**src/rtl/dreg_pkg.sv**
```systemverilog
// Shared types and helpers for the double-buffered register bank.
package dreg_pkg;

    typedef enum logic {
        SH_LEFT  = 1'b0,
        SH_RIGHT = 1'b1
    } sh_dir_e;

    function automatic int ch_idx_w(input int ch);
        return (ch > 1) ? $clog2(ch) : 1;
    endfunction

endpackage

```
**src/rtl/dreg_bank_if.sv**
```systemverilog
// Write/commit/shift bus of dreg_bank. All inputs are sampled on the rising clock edge;
// there is no back-pressure: every asserted wr_en/commit/sh_en takes effect at that edge.
interface dreg_bank_if
    import dreg_pkg::*;
#(
    parameter int W  = 8,
    parameter int CH = 4,
    parameter int CW = ch_idx_w(CH)
);
    logic            wr_en;
    logic [CW-1:0]   wr_ch;
    logic [W-1:0]    wr_data;
    logic            commit;
    logic            sh_en;
    logic            sh_dir;
    logic            sh_in;
    logic [CH*W-1:0] q;
    logic [CH-1:0]   dirty;
    logic            sh_out;

    modport master (
        output wr_en, wr_ch, wr_data, commit, sh_en, sh_dir, sh_in,
        input  q, dirty, sh_out
    );

    modport slave (
        input  wr_en, wr_ch, wr_data, commit, sh_en, sh_dir, sh_in,
        output q, dirty, sh_out
    );
endinterface

```
**src/rtl/dreg_cell.sv**
```systemverilog
// One channel: shadow register, active register and dirty flag.
module dreg_cell
    import dreg_pkg::*;
#(
    parameter int           W       = 8,
    parameter logic [W-1:0] RST_VAL = '0
) (
    input  logic         clk,
    input  logic         rst,
    input  logic         wr,
    input  logic [W-1:0] wr_data,
    input  logic         commit,
    input  logic         sh_en,
    input  sh_dir_e      sh_dir,
    input  logic         sh_in,
    output logic [W-1:0] q,
    output logic         dirty
);
    logic [W-1:0] shadow;
    logic [W-1:0] shifted;

    // Casts keep the low W bits, so this also holds for W == 1.
    always_comb begin
        shifted = '0;
        if (sh_dir == SH_LEFT) shifted = W'({q, sh_in});
        else                   shifted = W'({sh_in, q} >> 1);
    end

    always_ff @(posedge clk) begin
        if (rst) begin
            shadow <= RST_VAL;
            q      <= RST_VAL;
            dirty  <= 1'b0;
        end else begin
            if (wr) shadow <= wr_data;
            if (commit) begin
                // Same-edge write bypasses the shadow so it lands in q immediately.
                q     <= wr ? wr_data : shadow;
                dirty <= 1'b0;
            end else begin
                if (wr)    dirty <= 1'b1;
                if (sh_en) q     <= shifted;
            end
        end
    end
endmodule

```
**src/rtl/dreg_bank.sv**
```systemverilog
// CH-channel double-buffered register bank with atomic commit and a CH*W-bit scan chain.
module dreg_bank
    import dreg_pkg::*;
#(
    parameter int           W       = 8,
    parameter int           CH      = 4,
    parameter logic [W-1:0] RST_VAL = '0
) (
    input logic         clk,
    input logic         rst,
    dreg_bank_if.slave  bus
);
    localparam int CW = ch_idx_w(CH);

    logic [W-1:0]    cell_q [CH];
    logic            cell_dirty [CH];
    logic [CH*W-1:0] q_flat;
    logic [CH-1:0]   dirty_flat;
    sh_dir_e         dir;

    assign dir = sh_dir_e'(bus.sh_dir);

    for (genvar c = 0; c < CH; c++) begin : g_ch
        logic wr_sel;
        logic left_in;
        logic right_in;

        // Indices >= CH never match any channel, so they write nothing.
        assign wr_sel = bus.wr_en && (bus.wr_ch == CW'(c));

        if (c == 0) begin : g_left_head
            assign left_in = bus.sh_in;
        end else begin : g_left_link
            assign left_in = cell_q[c-1][W-1];
        end

        if (c == CH - 1) begin : g_right_head
            assign right_in = bus.sh_in;
        end else begin : g_right_link
            assign right_in = cell_q[c+1][0];
        end

        dreg_cell #(.W(W), .RST_VAL(RST_VAL)) u_cell (
            .clk     (clk),
            .rst     (rst),
            .wr      (wr_sel),
            .wr_data (bus.wr_data),
            .commit  (bus.commit),
            .sh_en   (bus.sh_en),
            .sh_dir  (dir),
            .sh_in   ((dir == SH_RIGHT) ? right_in : left_in),
            .q       (cell_q[c]),
            .dirty   (cell_dirty[c])
        );
    end

    always_comb begin
        q_flat     = '0;
        dirty_flat = '0;
        for (int c = 0; c < CH; c++) begin
            q_flat[c*W +: W] = cell_q[c];
            dirty_flat[c]    = cell_dirty[c];
        end
    end

    assign bus.q      = q_flat;
    assign bus.dirty  = dirty_flat;
    assign bus.sh_out = (dir == SH_RIGHT) ? cell_q[0][0] : cell_q[CH-1][W-1];
endmodule

```
**src/flat_wrapper.sv**
```systemverilog
// flat-port wrapper written by rule: the top's interface ports become plain ports
module dreg_bank_flat import dreg_pkg::*;
#(
    parameter int           W       = 8,
    parameter int           CH      = 4,
    parameter logic [W-1:0] RST_VAL = '0
)
  (clk, rst, bus_wr_en, bus_wr_ch, bus_wr_data, bus_commit, bus_sh_en, bus_sh_dir, bus_sh_in, bus_q, bus_dirty, bus_sh_out);
  dreg_bank_if #(.W(W), .CH(CH)) bus_i ();
  input logic clk;
  input logic rst;
  input wire logic [$bits(bus_i.wr_en)-1:0] bus_wr_en;
  input wire logic [$bits(bus_i.wr_ch)-1:0] bus_wr_ch;
  input wire logic [$bits(bus_i.wr_data)-1:0] bus_wr_data;
  input wire logic [$bits(bus_i.commit)-1:0] bus_commit;
  input wire logic [$bits(bus_i.sh_en)-1:0] bus_sh_en;
  input wire logic [$bits(bus_i.sh_dir)-1:0] bus_sh_dir;
  input wire logic [$bits(bus_i.sh_in)-1:0] bus_sh_in;
  output wire logic [$bits(bus_i.q)-1:0] bus_q;
  output wire logic [$bits(bus_i.dirty)-1:0] bus_dirty;
  output wire logic [$bits(bus_i.sh_out)-1:0] bus_sh_out;
  assign bus_i.wr_en = bus_wr_en;
  assign bus_i.wr_ch = bus_wr_ch;
  assign bus_i.wr_data = bus_wr_data;
  assign bus_i.commit = bus_commit;
  assign bus_i.sh_en = bus_sh_en;
  assign bus_i.sh_dir = bus_sh_dir;
  assign bus_i.sh_in = bus_sh_in;
  assign bus_q = bus_i.q;
  assign bus_dirty = bus_i.dirty;
  assign bus_sh_out = bus_i.sh_out;
  dreg_bank #(.W(W), .CH(CH), .RST_VAL(RST_VAL)) u_core (.clk(clk), .rst(rst), .bus(bus_i));
endmodule
```
**config.mk**
```make
export PLATFORM = sky130hd
export DESIGN_NAME = dreg_bank_flat
export DESIGN_NICKNAME = d
export VERILOG_FILES = /design/src/rtl/dreg_pkg.sv /design/src/rtl/dreg_bank_if.sv /design/src/rtl/dreg_cell.sv /design/src/rtl/dreg_bank.sv /design/src/flat_wrapper.sv
export SDC_FILE = /design/constraint.sdc
export NUM_CORES = 1
export LEC_CHECK = 0
export BUFFER_PORTS_ARGS = -buffer_cell sky130_fd_sc_hd__buf_2
export CAP_MARGIN = 10
export CORE_MARGIN = 3
export CORE_UTILIZATION = 40
export CTS_CLUSTER_DIAMETER = 80
export CTS_CLUSTER_SIZE = 10
export DETAILED_ROUTE_END_ITERATION = 16
export GPL_ROUTABILITY_DRIVEN = 0
export SETUP_SLACK_MARGIN = 0.1
export SLEW_MARGIN = 20
export SYNTH_ARGS = -nofsm -noshare
export SYNTH_HDL_FRONTEND = slang
export SYNTH_SLANG_ARGS = --single-unit
```
**constraint.sdc**
```tcl
create_clock -name clk -period 1.6 [get_ports clk]
set_input_delay 0.24 -clock clk [delete_from_list [all_inputs] [get_ports clk]]
set_output_delay 0.24 -clock clk [all_outputs]
set_load 0.1 [all_outputs]
```
Word level (Yosys, flattened, before mapping)
Cells that the tools add are included.
{ "word_totals": {"output_inout_bits": 37, "register_bits": 68, "input_bits": 17, "wordCells": 43} }
{ "classes": {"reduce_logical": 7, "eq_ne": 3, "mux": 21} }
{ "ops": {"columns": ["operator", "n"], "rows": [
  ["$mux 8", 16],
  ["$mux 1", 5],
  ["$eq 2x2->1 const B", 2],
  ["$logic_and 1x1->1", 4],
  ["$eq 2x1->1 const B", 1],
  ["$logic_not 2->1", 1],
  ["$reduce_bool 2->1", 1],
  ["$reduce_or 2->1", 1]
]} }

Depth between registers and ports, before layout
Gate-level depths: netlist of run 1.
{ "depth": {"depth_word": 4, "ltp_mapped": 5, "depth_no_buf": 3} }

By module
Synthesis of run 1 repeated with hierarchy kept, for this count alone.
{ "unflattened": {"cells_unflattened": 301, "hier_area_um2": 3000.4} }
{ "by_module_without_submodules": {"columns": ["mod", "n_inst", "area_per_inst_um2", "cells_each", "seq_area_each_um2"], "rows": [
  ["dreg_cell", 4, 728.2, 73, 340.3],
  ["dreg_bank", 1, 87.6, 9, 0.0]
]} }

Least setup slack after synthesis of run 1
Ideal clock, no wire load.
{ "synth_path": {"path_kind": "reg-to-output", "startpoint": "reg u_core.g_ch[3].u_cell.q[7]", "endpoint": "out bus_sh_out", "t_arrival_ps": 1614, "required_ps": 1360, "stages_incl_launch_ff": 2, "n_path_buf": 0, "setup_slack_ps": -254, "cell_sequence": "dfxtp_1 > mux2_2"} }
{ "synth_between": {"elab_chain_cells": 1} }
{ "synth_rtl": {"columns": ["element", "line", "source"], "rows": [
  ["from (decl)", "dreg_cell.sv:16", "output logic [W-1:0] q,"],
  ["from (signal assigned)", "dreg_cell.sv:38", "q <= wr ? wr_data : shadow;"],
  ["from (signal assigned)", "dreg_cell.sv:42", "if (sh_en) q <= shifted;"],
  ["$mux 1", "dreg_bank.sv:68", "assign bus.sh_out = (dir == SH_RIGHT) ? cell_q[0][0] : cell_q[CH-1][W-1];"],
  ["to (decl)", "flat_wrapper.sv:21", "output wire logic [$bits(bus_i.sh_out)-1:0] bus_sh_out;"]
]} }
No other way between the ends.

Worst setup path after layout of run 1
{ "layout_path": {"startpoint": "reg u_core.g_ch[3].u_cell.q[3]", "endpoint": "out bus_q[27]"} }
{ "layout_lines": {"columns": ["element", "line", "source"], "rows": [
  ["to (decl)", "flat_wrapper.sv:19", "output wire logic [$bits(bus_i.q)-1:0] bus_q;"]
]} }
No word-level cell between the ends.

==> run metrics, run 1 <==
VDD IR-drop max 0.000642 V; Post-CTS Hold Fix Bufs 0; DR vias 2,610; root buf cell clkbuf_8; DR iter-0 viols 131; aggregate global routing overflow 0; Yosys reg bits 68; Sw Pwr 0.00130 W; ys async rst share 0%; total CTS buffers 9; Final Hold Fails 0; number of sinks on the clock net 68; share of the synthesized area in the top cell type 42.6%; Pre-antenna DRT Iters 6; hpwl dp 5460 um; postcts setup bufs 0; TritonCTS clock tree yes; Power Density 1050 nW/um^2; max-slew violation count 0; Fmax 0.698 GHz; antenna violations before repair 0; Starting Density 42.6%; IO buf count 53; Final Util 49.6%; wire per inst 16.1 um; Clock Tree Buf Depth 2; CP startpoint kind flop; Hold Crit Class input pin to flop; cts repair resizes 0; RSZ-0062 raised after global routing no; row cnt 31; sequential share of power 47.0%; Top delay family on crit path buffers and inverters; first-pass GRT wire length 12,400 um; max cap viols 0; CP endpoint kind output pin; core area 7490 um^2; Gate power share 22.1%; WS Path Type flop to output pin; Synthesized Nets 350; distinct cell type count after synthesis 26; max incr delay on CP 0.45 ns; Tightest Pin Transition 0.530 ns; Avg Cell Area, Syn 9.59 um^2; leak pwr 1.64 nW; crit path max fanout 4; clock share of power 30.9%; area delta synth->final 16.3%; yosys warns 0; ANT nets after route 0; Die Wd 95.3 um; slowest stage cell, crit path buf_2; Mapped Cells 333; internal power 0.00261 W; critical path, cell by cell buf_2; dominant synthesized flop cell dfxtp_1; DIE AREA 9090 um^2; CP bufs+invs 1; post-synthesis sequential area ratio 42.6%; nets@finish 392; IO Count 54; period utilization 89.5%; DRC Markers 0; top post-synthesis cells by area dfxtp_1 43%, a211oi_1 11%, mux2i_1 9.7%; run status finished clean; Sw Share 33.1%; Total Wirelength 7720 um; Setup TNS 0 ns; number of flops mapped to enable cells by yosys 0; share of layout cells above drive strength 1 35.8%; relative slew slack 64.6%; critical path data arrival time 1.19 ns; vias in the first global route 2,296; diode count 0; Final setup viols 0; Die H 95.3 um; worst skew pair latency 0.34 ns; Required @ worst endpoint 1.36 ns; post-synth top area cell dfxtp_1; All-Layer GR Usage 18.1%; largest net degree at the start of global routing 34; Setup Skew 0.00435 ns; Vias/cell 5.45; Clock transition at path regs 0.07 ns; Synth Cell Area 3190 um^2; fin crit period 1.43 ns; H-tree depth 3
final timing paths:
kind / slack, ns / from / cells past startpoint / end
max: 0.17 / u_core.g_ch[3].u_cell.q[3] / 1 / bus_q[27]
min: 0.19 / bus_wr_data[6] / 3 / u_core.g_ch[3].u_cell.shadow[6]
max reg2reg: 0.50 / u_core.g_ch[0].u_cell.q[1] / 3 / u_core.g_ch[0].u_cell.q[0]
min reg2reg: 0.46 / u_core.g_ch[3].u_cell.shadow[6] / 2 / u_core.g_ch[3].u_cell.shadow[6]
layout by cell type (no fill, tap or decap), drive strengths merged, types with 14 or more instances in the layout:
cell / synthesis / final
nor2b: 23 / 23
clkbuf: 17 / 14
nand3: 14 / 14
buf: 19 / 67
dfxtp: 68 / 68
nor2: 32 / 32
mux2: 26 / 26
a211oi: 48 / 48
mux2i: 31 / 31
nand2: 17 / 17
power groups by stage:
stage | clock (W) | sequential, W | combinational [W]
global placement | 0 | 0.00188 | 0.000861
CTS | 0.00125 | 0.00184 | 0.000871
detailed placement | 0 | 0.00188 | 0.000870
finish | 0.00121 | 0.00184 | 0.000865
floorplan | 0 | 0.00221 | 0.000358
global route | 0.00134 | 0.00185 | 0.000914
cells by family (layout without fill, tap and decap cells):
family                 after synthesis  in the layout  share of synthesized area (%)
and+or+nand+nor                     93             93                           14.1
buffers and inverters               39             86                           7.02
DFF                                 68             68                           42.7
muxes                               57             57                           18.9
AOI/OAI and AO/OA                   76             76                           17.3
synth_stat cells, types with 8 or more instances:
library cell / instances
dfxtp_1: 68
a211oi_1: 48
nor2_1: 32
mux2i_1: 31
mux2_2: 26
nor2b_1: 23
nand2_1: 17
clkbuf_1: 16
nand3_1: 14
buf_4: 9
a21oi_1: 8
sequential cells by signal, indices dropped and copies added, names as in the netlist:
signal                     flops
u_core.g_ch.u_cell.dirty       4
u_core.g_ch.u_cell.q          32
u_core.g_ch.u_cell.shadow     32
routing by layer:
layer	share of wire [%]	global-route usage (%)	vias up
met5	0	0	-
met4	2.0	6.97	0
met3	5.8	5.68	12
met2	44	26.5	66
met1	48	24.8	1249
li1	-	-	1283
through the flow:
stage	setup slack, ns	instance area (um^2)	std cells	hold WS [ns]	power [W]
finish	0.168	3710	479	0.190	0.00391
CTS	0.156	3710	479	0.192	0.00396
detailed placement	0.0497	3550	463	0.447	0.00275
global route	0.119	3710	479	0.178	0.00410
floorplan	-0.0455	3230	333	0.376	0.00257
global placement	0.0696	3550	463	0.443	0.00274
final cells by class:
class	count	area, um^2
flip-flops and latches	68	1400
clock buffers	14	153
multi-input cells	226	1610
inverters	3	11.3
clock inverters	2	10.0
fillers	728	3770
well taps	99	124
repair buffers	67	410
Power figures use the tool's default switching activity.
==> run 2: changes to the inputs <==
--- a/config.mk
+++ b/config.mk
@@ -9,6 +9,7 @@
 export CAP_MARGIN = 10
 export CORE_MARGIN = 3
 export CORE_UTILIZATION = 40
+export CTS_BUF_LIST = sky130_fd_sc_hd__clkbuf_8
 export CTS_CLUSTER_DIAMETER = 80
 export CTS_CLUSTER_SIZE = 10
 export DETAILED_ROUTE_END_ITERATION = 16
==> run 2 against run 1 <==
Compared with the run above:
- largest power group unchanged
- first-iteration DRC count increased by 2.3%
- highest routed layer unchanged
- critical path depth did not move
- sequential power about the same
==> run metrics, run 2 (synthesis gave the netlist of run 1 again) <==
slowest stage cell, crit path buf_2 (unchanged); share of layout cells above drive strength 1 35.8% (unchanged); CP bufs+invs 1 (unchanged); commonest non-fill, non-tap cell in the layout buf_2 (unchanged); crit path max fanout 4 (unchanged); R2R Setup Slk 0.50 ns (about the same); RSZ-0062 raised after global routing no (unchanged); total CTS buffers 9 (unchanged); first-pass GRT wire length 12,400 um (unchanged); DRC Markers 0 (unchanged); DR iter-0 viols 134 (was 131); Setup Skew 0.00423 ns (was 0.00435 ns); Setup TNS 0 ns (unchanged); Starting Density 42.6% (unchanged); number of sinks on the clock net 68 (unchanged); IO Count 54 (unchanged); Pre-antenna DRT Iters 5 (was 6); Die Wd 95.3 um (unchanged); antenna violations before repair 0 (unchanged); Vias/cell 5.41 (was 5.45); critical path data arrival time 1.19 ns (about the same); max-slew violation count 0 (unchanged); Top delay family on crit path buffers and inverters (unchanged); row cnt 31 (unchanged); Worst Hold Depth 3 (unchanged); worst skew pair latency 0.34 ns (about the same); Fmax 0.702 GHz (was 0.698 GHz); root buf cell clkbuf_8 (unchanged); nets@finish 392 (unchanged); Final Hold Fails 0 (unchanged); aggregate global routing overflow 0 (unchanged); TritonCTS clock tree yes (unchanged); worst flop-to-flop path startpoint u_core.g_ch[0].u_cell.q[1] (unchanged); relative slew slack 64.8% (was 64.6%); CP endpoint kind output pin (unchanged); run status finished clean (unchanged); H-tree depth 3 (unchanged); period utilization 89.1% (was 89.5%); Hold Path Origin bus_wr_data[6] (unchanged); fin crit period 1.43 ns (about the same); Clock Tree Buf Depth 2 (unchanged); All-Layer GR Usage 18.1% (unchanged); largest net degree at the start of global routing 34 (unchanged); DIE AREA 9090 um^2 (unchanged); max incr delay on CP 0.45 ns (about the same); hpwl dp 5460 um (unchanged); Post-CTS Hold Fix Bufs 0 (unchanged); area delta synth->final 16.3% (unchanged); Largest regs u_core.g_ch.u_cell.q (32), u_core.g_ch.u_cell.shadow (32), u_core.g_ch.u_cell.dirty (4) (unchanged); Required @ worst endpoint 1.36 ns (about the same); most frequent cells in the layout 52 x buf_2, 48 x a211oi_1, 39 x dfxtp_1, 32 x nor2_1, 31 x mux2i_1 (unchanged); Hold Crit Class input pin to flop (unchanged); vias in the first global route 2,296 (unchanged); IO buf count 53 (unchanged); DR vias 2,592 (was 2,610); CP startpoint kind flop (unchanged); Power Density 1050 nW/um^2 (about the same); Clock transition at path regs 0.07 ns (about the same); worst hold slack 0.204 ns (was 0.190 ns); critical path, cell by cell buf_2 (unchanged); max cap viols 0 (unchanged); FF-to-FF End u_core.g_ch[0].u_cell.q[0] (unchanged); leak pwr 1.65 nW (was 1.64 nW); postcts setup bufs 0 (unchanged); diode count 0 (unchanged); wire per inst 16.1 um (about the same); WS Path Type flop to output pin (unchanged); Tightest Pin Transition 0.529 ns (was 0.530 ns); core area 7490 um^2 (unchanged); Total Wirelength 7710 um (was 7720 um); Pwr Total 0.00388 W (was 0.00391 W); Final Util 49.6% (unchanged); Die H 95.3 um (unchanged); cts repair resizes 0 (unchanged); VDD IR-drop max 0.000643 V (was 0.000642 V); pre-CTS setup slack 0.0497 ns (unchanged); Final setup viols 0 (unchanged); worst min-delay path endpoint u_core.g_ch[3].u_cell.shadow[6] (unchanged); post-route setup slack 0.175 ns (was 0.168 ns); worst r2r path cells 3 (unchanged); ANT nets after route 0 (unchanged)
==> run 2: cell types whose count changed in the layout (fill, tap and decap cells not counted), sizes merged <==
cell,delta
inv,+4
clkbuf,-4
==> run 2: stage by stage <==
stage / area (um^2) / instances
after floorplan: 3230 / 333
after global placement: 3550 / 463
after detailed placement: 3550 / 463
after CTS: 3710 / 479
after global routing: 3710 / 479
final: 3710 / 479
==> run 2: tightest hold or removal path: cells and delay by family <==
kind / cells / cell delay [ns]
buffers and inverters: 1 / 0.14
AOI/OAI and AO/OA: 1 / 0.05
and+or+nand+nor: 1 / 0.06
==> run 2: power breakdown <==
part	switching, W	internal [W]
Combinational	0.000632	0.000232
Clock	0.000602	0.000577
Sequential	0.0000581	0.00178
==> run 2: area by class of cell <==
cell class / count / area, um^2
Multi-Input combinational cell: 226 / 1610
Clock buffer: 10 / 138
Inverter: 3 / 11.3
Fill cell: 728 / 3770
Clock inverter: 6 / 25.0
Sequential cell: 68 / 1400
Tap cell: 99 / 124
Timing Repair Buffer: 67 / 410
==> run 2: worst max-delay path by stage <==
stage,startpoint,to,cells after the start,slack [ns]
after floorplan,u_core.g_ch[3].u_cell.q[2],u_core.g_ch[3].u_cell.q[1],3,-0.05
after global placement,bus_wr_ch[1],u_core.g_ch[0].u_cell.q[2],4,0.07
after detailed placement,bus_wr_ch[1],u_core.g_ch[0].u_cell.q[2],4,0.05
after global routing,u_core.g_ch[3].u_cell.q[3],bus_q[27],1,0.12
final,u_core.g_ch[3].u_cell.q[3],bus_q[27],1,0.17
after CTS,u_core.g_ch[3].u_cell.q[3],bus_q[27],1,0.16
==> run 2: per-layer routing <==
metal	part of all wire [%]	routed length (um)	vias up	GRT usage, %
met5	0	0	-	0
met4	1.5	112	0	6.97
met3	6.4	494	9	5.68
met2	45	3430	70	26.5
met1	48	3660	1229	24.8
li1	-	-	1284	-
==> run 3: changes to the inputs <==
--- a/config.mk
+++ b/config.mk
@@ -14,6 +14,7 @@
 export CTS_CLUSTER_SIZE = 10
 export DETAILED_ROUTE_END_ITERATION = 16
 export GPL_ROUTABILITY_DRIVEN = 0
+export PLACE_DENSITY = 0.64
 export SETUP_SLACK_MARGIN = 0.1
 export SLEW_MARGIN = 20
 export SYNTH_ARGS = -nofsm -noshare
==> run 3 against run 2 <==
Compared with the run above:
- critical path depth unchanged
- non-clock buffer count unchanged
- sequential power about the same
- routed wire length increased by 0.19%
- setup slack about the same
- first-iteration DRC count increased by 37%
- critical endpoint is now bus_q[26]
- largest cell class unchanged
- largest power group unchanged
==> run metrics, run 3 (synthesis gave the netlist of run 1 again) <==
CP startpoint kind flop (unchanged); pre-CTS setup slack 0.161 ns (was 0.0497 ns); row cnt 31 (unchanged); period utilization 89.1% (about the same); Post-CTS Hold Fix Bufs 0 (unchanged); Total Wirelength 7720 um (was 7710 um); Power Density 1040 nW/um^2 (was 1050 nW/um^2); crit path max fanout 4 (unchanged); first-pass GRT wire length 12,500 um (was 12,400 um); Setup TNS 0 ns (unchanged); number of sinks on the clock net 68 (unchanged); critical path, cell by cell buf_2 (unchanged); largest net degree at the start of global routing 47 (was 34); Final Hold Fails 0 (unchanged); hpwl dp 5470 um (was 5460 um); antenna violations before repair 0 (unchanged); aggregate global routing overflow 0 (unchanged); Die Wd 95.3 um (unchanged); slowest stage cell, crit path buf_2 (unchanged); fin crit period 1.42 ns (was 1.43 ns); Hold Crit Class input pin to flop (unchanged); core area 7490 um^2 (unchanged); VDD IR-drop max 0.000572 V (was 0.000643 V); All-Layer GR Usage 18.0% (was 18.1%); ANT nets after route 0 (unchanged); share of layout cells above drive strength 1 36.2% (was 35.8%); IO Count 54 (unchanged); Post-DP Area 3590 um^2 (was 3550 um^2); relative slew slack 65.8% (was 64.8%); Final Util 50.0% (was 49.6%); WS Path Type flop to output pin (unchanged); R2R Setup Slk 0.47 ns (was 0.50 ns); post-route setup slack 0.175 ns (about the same); Clock transition at path regs 0.07 ns (about the same); vias in the first global route 2,370 (was 2,296); max cap viols 0 (unchanged); Pre-antenna DRT Iters 4 (was 5); DR iter-0 viols 183 (was 134); DIE AREA 9090 um^2 (unchanged); H-tree depth 3 (unchanged); CP endpoint kind output pin (unchanged); cts repair resizes 0 (unchanged); Required @ worst endpoint 1.36 ns (about the same); Fmax 0.702 GHz (about the same); Starting Density 42.6% (unchanged); Tightest Pin Transition 0.511 ns (was 0.529 ns); Pwr Total 0.00389 W (was 0.00388 W); most frequent cells in the layout 52 x buf_2, 48 x a211oi_1, 39 x dfxtp_1, 32 x nor2_1, 31 x mux2i_1 (unchanged); DR vias 2,540 (was 2,592); leak pwr 1.66 nW (was 1.65 nW); Vias/cell 5.32 (was 5.41); CP bufs+invs 1 (unchanged); nets@finish 392 (unchanged); wire per inst 16.2 um (was 16.1 um); Setup Skew 0.00763 ns (was 0.00423 ns); Clock Tree Buf Depth 2 (unchanged); Largest regs u_core.g_ch.u_cell.q (32), u_core.g_ch.u_cell.shadow (32), u_core.g_ch.u_cell.dirty (4) (unchanged); DRC Markers 0 (unchanged); max-slew violation count 0 (unchanged); Die H 95.3 um (unchanged); total CTS buffers 9 (unchanged); run status finished clean (unchanged); area delta synth->final 17.3% (was 16.3%); RSZ-0062 raised after global routing no (unchanged); IO buf count 53 (unchanged); commonest non-fill, non-tap cell in the layout buf_2 (unchanged); critical path data arrival time 1.18 ns (was 1.19 ns); diode count 0 (unchanged); max incr delay on CP 0.46 ns (was 0.45 ns); TritonCTS clock tree yes (unchanged); Top delay family on crit path buffers and inverters (unchanged); root buf cell clkbuf_8 (unchanged); postcts setup bufs 0 (unchanged); worst skew pair latency 0.34 ns (about the same); Non-Filler Cell Area, Final 3740 um^2 (was 3710 um^2); Final setup viols 0 (unchanged)
## run 3: cell count changes in the layout (fill, tap and decap cells not counted)
cell      change
buf_12        +3
buf_4         -3
inv_1         -3
clkinv_2      +1
## run 3: layer usage
| layer | vias up | part of all wire [%] | GRT usage (%) |
|---|---|---|---|
| li1 | 1277 | - | - |
| met1 | 1193 | 49 | 25.4 |
| met2 | 64 | 43 | 26.5 |
| met3 | 6 | 6.5 | 5.45 |
| met4 | 0 | 0.82 | 5.29 |
| met5 | - | 0 | 0 |
## run 3: final cells by class
cell class / instances / area (um^2)
Sequential cell: 68 / 1400
Tap cell: 99 / 124
Timing Repair Buffer: 67 / 448
Inverter: 3 / 11.3
Multi-Input combinational cell: 226 / 1610
Clock inverter: 4 / 18.8
Fill cell: 705 / 3740
Clock buffer: 10 / 138
## run 3: through the flow
| stage | cells | hold slack (ns) |
|---|---|---|
| after detailed placement | 463 | 0.450 |
| final | 477 | 0.217 |
| after global routing | 477 | 0.206 |
| after floorplan | 333 | 0.376 |
| after CTS | 477 | 0.200 |
| after global placement | 463 | 0.443 |
## run 3: final timing paths
kind,end,start,cells after the start
max,bus_q[26],u_core.g_ch[3].u_cell.q[2],1
min,u_core.g_ch[3].u_cell.shadow[2],bus_wr_data[2],3
max reg2reg,u_core.g_ch[2].u_cell.q[7],u_core.g_ch[3].u_cell.q[0],3
min reg2reg,u_core.g_ch[0].u_cell.dirty,u_core.g_ch[0].u_cell.dirty,2
## run 3: power breakdown
part | switching [W] | total, W | internal [W] | leakage, nW
Combinational | 0.000636 | 0.000877 | 0.000241 | 1.00
Clock | 0.000599 | 0.00117 | 0.000573 | 0.0890
Sequential | 0.0000591 | 0.00184 | 0.00178 | 0.567
Total | 0.00129 | 0.00389 | 0.00259 | 1.66
